[config.mk]
export PLATFORM = sky130hd
export DESIGN_NAME = l0_skew_fifo_flat
export DESIGN_NICKNAME = d
export VERILOG_FILES = /design/src/rtl/l0_skew_fifo_if.sv /design/src/rtl/l0_skew_fifo.sv /design/src/flat_wrapper.sv
export SDC_FILE = /design/constraint.sdc
export NUM_CORES = 1
export LEC_CHECK = 0
export CORE_ASPECT_RATIO = 1.4
export CORE_UTILIZATION = 40
export CTS_BUF_LIST = sky130_fd_sc_hd__clkbuf_8
export DETAILED_ROUTE_END_ITERATION = 16
export SLEW_MARGIN = 15
export SYNTH_ARGS = -nofsm -noshare
export SYNTH_HDL_FRONTEND = slang
export SYNTH_SLANG_ARGS = --single-unit
[constraint.sdc]
create_clock -name clk -period 2.8 [get_ports clk]
set_input_delay 0.56 -clock clk [delete_from_list [all_inputs] [get_ports clk]]
set_output_delay 0.56 -clock clk [all_outputs]
set_load 0.01 [all_outputs]
[src/rtl/l0_skew_fifo_if.sv]
// Bus bundle for the L0 skew FIFO: write/read controls from the SRAM and
// sequencer side, plus the per-lane read data and status toward mac_array.
interface l0_skew_fifo_if #(
    parameter int bw  = 4,
    parameter int row = 8
);
    logic [row*bw-1:0] in;
    logic              wr;
    logic              rd;
    logic              mode;
    logic [row*bw-1:0] out;
    logic [row-1:0]    o_valid;
    logic              o_full;
    logic              o_ready;
    logic              o_empty;
    logic              o_busy;
    logic              o_overflow;
    logic              o_underflow;

    modport master (
        output in, wr, rd, mode,
        input  out, o_valid, o_full, o_ready, o_empty, o_busy,
               o_overflow, o_underflow
    );

    modport slave (
        input  in, wr, rd, mode,
        output out, o_valid, o_full, o_ready, o_empty, o_busy,
               o_overflow, o_underflow
    );
endinterface

[src/rtl/l0_skew_fifo.sv]
// L0 skew FIFO: row independent lanes written together, read either all at
// once (mode 0) or along the systolic diagonal (mode 1, lane k pops k cycles
// after lane 0). Requires row >= 2 and depth a power of two >= 2.
module l0_skew_fifo #(
    parameter int bw    = 4,
    parameter int row   = 8,
    parameter int depth = 16
) (
    input logic          clk,
    input logic          reset,
    l0_skew_fifo_if.slave bus
);
    localparam int aw = $clog2(depth);
    localparam logic [aw:0] ptr_one = {{aw{1'b0}}, 1'b1};

    // Storage is not reset; pointers alone define which entries are live.
    logic [bw-1:0] mem_r [row][depth];
    // Pointers carry one extra wrap bit above the index.
    logic [aw:0]   rd_ptr_r [row];
    logic [aw:0]   wr_ptr_r [row];
    logic [row-1:1] skew_sr_r;
    logic [row*bw-1:0] out_r;
    logic [row-1:0] valid_r;
    logic          overflow_r;
    logic          underflow_r;

    logic [row-1:0] lane_empty_s;
    logic [row-1:0] lane_full_s;
    logic [row-1:0] req_s;
    logic [row-1:0] pop_s;
    logic           full_s;
    logic           push_s;

    // Lane status from registered pointers, lane requests and accepted push/pops.
    always_comb begin
        lane_empty_s = '0;
        lane_full_s  = '0;
        req_s        = '0;
        for (int k = 0; k < row; k++) begin
            lane_empty_s[k] = (rd_ptr_r[k] == wr_ptr_r[k]);
            lane_full_s[k]  = (rd_ptr_r[k][aw-1:0] == wr_ptr_r[k][aw-1:0]) &&
                              (rd_ptr_r[k][aw] != wr_ptr_r[k][aw]);
        end
        req_s[0] = bus.rd;
        for (int k = 1; k < row; k++) begin
            // Mode 0 broadcasts the read; in-flight skewed requests always issue.
            req_s[k] = (bus.rd & ~bus.mode) | skew_sr_r[k];
        end
        pop_s  = req_s & ~lane_empty_s;
        full_s = |lane_full_s;
        // A write is refused whenever any lane is full, even if it pops now.
        push_s = bus.wr & ~full_s;
    end

    // Lane storage write: every lane takes its slice at its write pointer.
    always_ff @(posedge clk) begin
        if (push_s) begin
            for (int k = 0; k < row; k++) begin
                mem_r[k][wr_ptr_r[k][aw-1:0]] <= bus.in[k*bw +: bw];
            end
        end else begin
            for (int k = 0; k < row; k++) begin
                mem_r[k][wr_ptr_r[k][aw-1:0]] <= mem_r[k][wr_ptr_r[k][aw-1:0]];
            end
        end
    end

    // Pointers, skew pipeline, registered read data/valid and sticky status.
    always_ff @(posedge clk or negedge reset) begin
        if (!reset) begin
            for (int k = 0; k < row; k++) begin
                rd_ptr_r[k] <= '0;
                wr_ptr_r[k] <= '0;
            end
            skew_sr_r   <= '0;
            out_r       <= '0;
            valid_r     <= '0;
            overflow_r  <= 1'b0;
            underflow_r <= 1'b0;
        end else begin
            skew_sr_r[1] <= bus.rd & bus.mode;
            for (int k = 2; k < row; k++) begin
                skew_sr_r[k] <= skew_sr_r[k-1];
            end
            for (int k = 0; k < row; k++) begin
                if (push_s) begin
                    wr_ptr_r[k] <= wr_ptr_r[k] + ptr_one;
                end
                if (pop_s[k]) begin
                    rd_ptr_r[k]        <= rd_ptr_r[k] + ptr_one;
                    out_r[k*bw +: bw]  <= mem_r[k][rd_ptr_r[k][aw-1:0]];
                end
            end
            valid_r <= pop_s;
            if (bus.wr && full_s) begin
                overflow_r <= 1'b1;
            end
            if (|(req_s & lane_empty_s)) begin
                underflow_r <= 1'b1;
            end
        end
    end

    assign bus.out         = out_r;
    assign bus.o_valid     = valid_r;
    assign bus.o_full      = full_s;
    assign bus.o_ready     = ~full_s;
    assign bus.o_empty     = &lane_empty_s;
    assign bus.o_busy      = |skew_sr_r;
    assign bus.o_overflow  = overflow_r;
    assign bus.o_underflow = underflow_r;
endmodule
[src/flat_wrapper.sv]
// flat-port wrapper written by rule: the top's interface ports become plain ports
module l0_skew_fifo_flat 
#(
    parameter int bw    = 4,
    parameter int row   = 8,
    parameter int depth = 16
)
  (clk, reset, bus_in, bus_wr, bus_rd, bus_mode, bus_out, bus_o_valid, bus_o_full, bus_o_ready, bus_o_empty, bus_o_busy, bus_o_overflow, bus_o_underflow);
  l0_skew_fifo_if #(.bw(bw), .row(row)) bus_i ();
  input logic clk;
  input logic reset;
  input wire logic [$bits(bus_i.in)-1:0] bus_in;
  input wire logic [$bits(bus_i.wr)-1:0] bus_wr;
  input wire logic [$bits(bus_i.rd)-1:0] bus_rd;
  input wire logic [$bits(bus_i.mode)-1:0] bus_mode;
  output wire logic [$bits(bus_i.out)-1:0] bus_out;
  output wire logic [$bits(bus_i.o_valid)-1:0] bus_o_valid;
  output wire logic [$bits(bus_i.o_full)-1:0] bus_o_full;
  output wire logic [$bits(bus_i.o_ready)-1:0] bus_o_ready;
  output wire logic [$bits(bus_i.o_empty)-1:0] bus_o_empty;
  output wire logic [$bits(bus_i.o_busy)-1:0] bus_o_busy;
  output wire logic [$bits(bus_i.o_overflow)-1:0] bus_o_overflow;
  output wire logic [$bits(bus_i.o_underflow)-1:0] bus_o_underflow;
  assign bus_i.in = bus_in;
  assign bus_i.wr = bus_wr;
  assign bus_i.rd = bus_rd;
  assign bus_i.mode = bus_mode;
  assign bus_out = bus_i.out;
  assign bus_o_valid = bus_i.o_valid;
  assign bus_o_full = bus_i.o_full;
  assign bus_o_ready = bus_i.o_ready;
  assign bus_o_empty = bus_i.o_empty;
  assign bus_o_busy = bus_i.o_busy;
  assign bus_o_overflow = bus_i.o_overflow;
  assign bus_o_underflow = bus_i.o_underflow;
  l0_skew_fifo #(.bw(bw), .row(row), .depth(depth)) u_core (.clk(clk), .reset(reset), .bus(bus_i));
endmodule
Yosys cells after proc, flatten, opt, wreduce, memory -nomap -nowiden

Memory sizes are Yosys's and may differ from the RTL's.
Index checks and enable logic that the tools add are counted.

Equality and inequality tests: 24
Mux-type cells: 593
$add $sub $neg: 16
Bitwise logic cells: 543
Order comparisons: 24
Reduce and logical (&&, ||, !) cells: 21

Operator list:

| cell                | count |
|---|---|
| $mux 64             | 16 |
| $or 1x1->1          | 519 |
| $mux 1              | 513 |
| $bmux 4 s4          | 16 |
| $mux 4              | 40 |
| $demux 4 s4         | 8 |
| $add 5x1->5 const B | 16 |
| $ge 5x5->1 const B  | 16 |
| $not 4->5           | 16 |
| $eq 5x5->1          | 8 |
| $lt 5x1->1 const B  | 8 |
| $eq 4x4->1          | 8 |
| $logic_and 1x1->1   | 17 |
| $and 8x8->8         | 2 |
| $reduce_or 8->1     | 2 |
| $ne 1x1->1          | 8 |
| $not 8->8           | 1 |
| $reduce_and 8->1    | 1 |
| $reduce_or 7->1     | 1 |
| $and 1x1->1         | 3 |
| $not 1->1           | 2 |

Flip-flop bits (word level): 129
RAM bits: 512
Memories kept: 1
Logic and storage cells: 1250
Bits of input ports: 37
Output and inout port bits: 46

Memories:

| memory       | words | width | read ports | clocked after memory_dff | wr ports | line               | source |
|---|---|---|---|---|---|---|---|
| u_core.mem_r | 8     | 64    | 8          | 0                        | 8        | l0_skew_fifo.sv:17 | `logic [bw-1:0] mem_r [row][depth];` |

Logic depth before layout (Yosys ltp)

Word-level depth: 8
Mapped depth: 10

Worst setup path after synthesis

Ideal clock, no wire load.

Path kind: register to register
Start: reg u_core.wr_ptr_r[30] (netlist bit)
End: mem u_core.mem_r[0][127] (netlist bit), data pin
Buffers on the path: 2
Cell stages (with the launch flop): 7
Slack: 0.344 ns
Data arrival time: 2.199 ns
Data required time: 2.544 ns
Cells stage by stage: dfrtp_1 > buf_2 > mux4_2 > mux4_2 > a21boi_1 > buf_2 > a22o_1

RTL lines:

| what                             | line               | source |
|---|---|---|
| start: declaration               | l0_skew_fifo.sv:20 | `logic [aw:0] wr_ptr_r [row];` |
| start signal: indexed assignment | l0_skew_fifo.sv:87 | `wr_ptr_r[k] <= wr_ptr_r[k] + ptr_one;` |
| end: declaration                 | l0_skew_fifo.sv:17 |  |

Worst setup path in the final report

Start: reg u_core.wr_ptr_r[8] (netlist bit)
End: out bus_o_full

Word-level cells in the longest chain between the ends: 3

Ends and longest elaborated chain:

| what              | line               | source |
|---|---|---|
| $eq 4x4->1        | l0_skew_fifo.sv:41 | `lane_full_s[k] = (rd_ptr_r[k][aw-1:0] == wr_ptr_r[k][aw-1:0]) &&` |
| $logic_and 1x1->1 | l0_skew_fifo.sv:41 |  |
| $reduce_or 8->1   | l0_skew_fifo.sv:50 | `full_s = \|lane_full_s;` |
| end: declaration  | flat_wrapper.sv:18 | `output wire logic [$bits(bus_i.o_full)-1:0] bus_o_full;` |

No other way between the ends.

==> out/qor.txt <==
SYNTHESIS
---------------------------------------------------------------------------------
Number of storage elements in the synthesis netlist                           641
Number of warnings issued by yosys                                              0
Avg Synthesized Cell Area                                              15.2 sq um
Main combinational cell family by area after synthesis               multiplexers
Mapped Area                                                           37200 sq um
Post-synth EDFFs                                                              512
Post-Syn Nets                                                                2530
Sequential share of the synthesized area                                    0.500
Share of synthesized cell area in and, or, nand and nor gates              0.0559
Adder-cell share of the synthesized area                                   0.0135
Area share of xor/xnor cells in the synthesized design                     0.0259
Synth unique cells                                                             47
Share of cell area taken by muxes after synthesis                           0.246
Post-synthesis compound-gate area fraction                                  0.117
Fraction of synthesis flops using an asynchronous set or reset pin          0.201
Most instantiated flip-flop cell in the synthesis netlist                edfxtp_1
Number of standard cells after synthesis                                     2453

GRT
---------------------------------------------------------------------------------
Total global-route track usage                                              0.216
Largest net degree at the start of global routing                              62
Initial antenna violation count                                                10
First-pass GRT wire length                                              153000 um
Remaining global-route overflow                                                 0
Via count of the first global-routing pass                                  24500

CLOCK NETWORK
---------------------------------------------------------------------------------
Clock Root Buffer                                                        clkbuf_8
Clock-pin slew on the worst setup and hold paths                            70 ps
Clock Sink Count                                                              641
TritonCTS buffer count                                                        105
Clk Latency, worst-skew pair                                               800 ps
Clock tree from TritonCTS                                                   built
Deepest clock path buffer count                                                 3
Number of H-tree levels                                                         3

CELLS AND AREA
---------------------------------------------------------------------------------
Layout net count                                                             2571
Sequential standard cell area                                         18600 sq um
FILL cells                                                                   7929
Area used by multi-input combinational logic                          17100 sq um
Fraction of layout cells with a size suffix above 1                         0.357
Area delta synth->final                                                     12.4%
Post-layout util                                                            0.456

CRITICAL PATH
---------------------------------------------------------------------------------
Ordered list of cells on the worst path                              xnor2_1 -> nand4_1 -> o22ai_2 -> nor4_4 -> buf_12 -> inv_8 -> buf_6
Worst endpoint required time                                              2240 ps
First element of the critical path                                   u_core.wr_ptr_r[8]
Crit path DAT                                                             2380 ps
Critical Path Start Type                                                flip-flop
Cell with the largest stage delay on the worst path                       dfrtp_1
Reg2reg end                                                          u_core.mem_r[1][30]
Worst r2r src                                                        u_core.wr_ptr_r[8]
R2R cell count                                                                 10
Largest fanout of any net on the critical path                                  4
Flop2flop setup slack                                                       80 ps
Crit path kind                                                         reg -> out
Crit path largest cell delay                                               390 ps
CP endpoint                                                            bus_o_full
Category of the worst setup path capture point                        output port

PWR
---------------------------------------------------------------------------------
Worst voltage drop across the vdd grid                                    1.05 mV
Leakage component of the power                                            15.3 nW
Power density over the cells                                         1330 nW/um^2

PLACED DESIGN
---------------------------------------------------------------------------------
Detail Placement HPWL                                                    69300 um
Number of buffers added on ports                                               82
Placer congestion estimate                                                  0.849

DETAILED ROUTING
---------------------------------------------------------------------------------
Total length of routed wires                                            100000 um
Total iterations of the first detailed-routing run                              6
Via density per instance                                                     6.09
Routed via count                                                            23100
Count of nets left with antenna violations after detail routing                 0
Starting DRT DRC Count                                                       1651
Number of remaining DRC errors                                                  0
Mean routed wirelength per cell                                           26.5 um

TIMING
---------------------------------------------------------------------------------
Final worst-path cycle share                                                 1.05
Max Transition Viols Final                                                      0
Worst setup margin                                                        -144 ps
Number of failing hold endpoints at the final stage                             0
Post-layout min period                                                    2940 ps
Transition at the pin with the smallest max-transition slack               869 ps
Setup repair after global routing missed its margin                           yes
Max Clock Freq                                                            340 MHz
Number of setup violations in the final report                                  3
Total negative setup slack                                                -411 ps
Relative slew margins                                                       0.419
Clock Skew                                                                48.4 ps

STATUS
---------------------------------------------------------------------------------
Run status                                                           finished with violations
Failing checks                                                       setup timing

FLOW RUN
---------------------------------------------------------------------------------
Number of max-capacitance violations reported                                   0

FLOORPLANNING
---------------------------------------------------------------------------------
Cell row count                                                                131
Core Box Area                                                         91600 sq um
Initial core utilization                                                    0.406
Die Span Y                                                                 363 um
Die area                                                              94200 sq um
Die span in x                                                              260 um
Ports placed on the boundary                                                   83

MIN PATH
---------------------------------------------------------------------------------
Class of the worst hold path                                          in -> async

==> stage by stage <==
step                area (sq um)  hold WS [ps]  setup WS (ps)  instances  total power [mW]
floorplan                  37200           264            344       2453              36.6
global placement           39500           389           35.9       3573              46.5
detailed placement         39500           414          0.509       3573              47.2
CTS                        41700           210           -232       3782              55.7
global route               41800           250           -304       3785              58.2
finish                     41800           263           -144       3790              55.6
==> cell usage after synthesis (all sizes together), types with 2 or more instances <==
library cell	count	area [sq um]
mux4	320	7210
and3	44	275
a21boi	24	252
nand3	9	45.0
mux2	171	1930
nor3	17	175
ha	40	500
xnor2	73	639
o21ai	98	648
clkbuf	163	623
inv	21	78.8
nor3b	17	308
o22ai	4	25.0
dfrtp	129	3230
a22o	384	3360
nand2	39	149
nor2	34	128
nand4	34	263
edfxtp	512	15400
nor2b	17	106
nor4	2	27.5
xor2	37	324
and2	94	588
buf	161	860
==> layout make-up <==
class	instances	area share
antenna	7	0.000419
sequential	641	0.445
clock inverter	77	0.00922
tap	1197	0.0358
multi-input combinational	1466	0.409
timing repair buffer	258	0.0581
inverter	22	0.00221
clock buffer	122	0.0402
==> metal layers <==
layer	track usage	vias to the layer above	wire (um)
met4	0.0828	14	3570
met5	0	-	100
met2	0.392	774	54200
met1	0.250	12100	37400
li1	-	10000	-
met3	0.0367	208	5160
==> power breakdown <==
group / leakage, nW / switching (mW) / internal, mW
Sequential: 6.18 / 1.44 / 14.0
Combinational: 7.92 / 17.4 / 14.6
Clock: 1.23 / 3.99 / 4.16
Total: 15.3 / 22.8 / 32.8
==> worst min-delay path by stage <==
stage	endpoint	cells after the start
final	u_core.bus.out[8]	2
after global placement	u_core.skew_sr_r[7]	0
after CTS	u_core.bus.o_valid[6]	2
after global routing	u_core.bus.out[26]	2
after floorplan	u_core.bus.o_overflow	0
after detailed placement	u_core.skew_sr_r[7]	0
==> worst max-delay path, delay by kind of cell, from the launching register on <==
| family | cells | cell delay [ps] |
|---|---|---|
| AOI/OAI and AO/OA | 1 | 150 |
| and+or+nand+nor | 2 | 580 |
| DFF | 1 | 390 |
| xor gates and xnor gates | 1 | 150 |
| buffers and inverters | 3 | 320 |
==> placed cells by master (no fill, tap or decap), types with 13 or more instances in the layout <==
cell	n
mux2_2	168
and2_1	94
o21ai_1	36
clkinv_2	13
buf_12	21
clkdlybuf4s50_1	76
clkinv_1	13
and3_1	44
xnor2_1	69
mux4_2	320
o21ai_2	42
o21ai_0	20
dfrtp_1	129
nor3b_4	16
edfxtp_1	512
nor2b_1	17
nand4_1	26
nor2_1	27
xor2_1	37
a22o_1	384
inv_1	63
buf_4	152
a21boi_2	19
nand2_1	38
clkbuf_8	122
ha_1	40
==> cells by family after synthesis <==
group,Yosys count
flops,641
compound gates,516
simple gates,309
mux,491
xor+xnor,110
fa+ha+maj,40
buf+inv,346
==> timing repair <==
item                                    4_1_cts  5_1_grt
setup buffers                                 9        2
hold buffers                                  1        0
pin swaps                                    20       17
resized for setup                            31       12
hold endpoints to repair                     26        0
endpoints found under the setup margin       38      267
==> sequential cells by signal (all words and copies together), names as in the netlist <==
register	flops
u_core.bus.o_overflow	1
u_core.bus.o_underflow	1
u_core.bus.o_valid	8
u_core.skew_sr_r	7
u_core.wr_ptr_r	40
u_core.rd_ptr_r	40
u_core.bus.out	32
u_core.mem_r	512
Power figures use the tool's default switching activity.
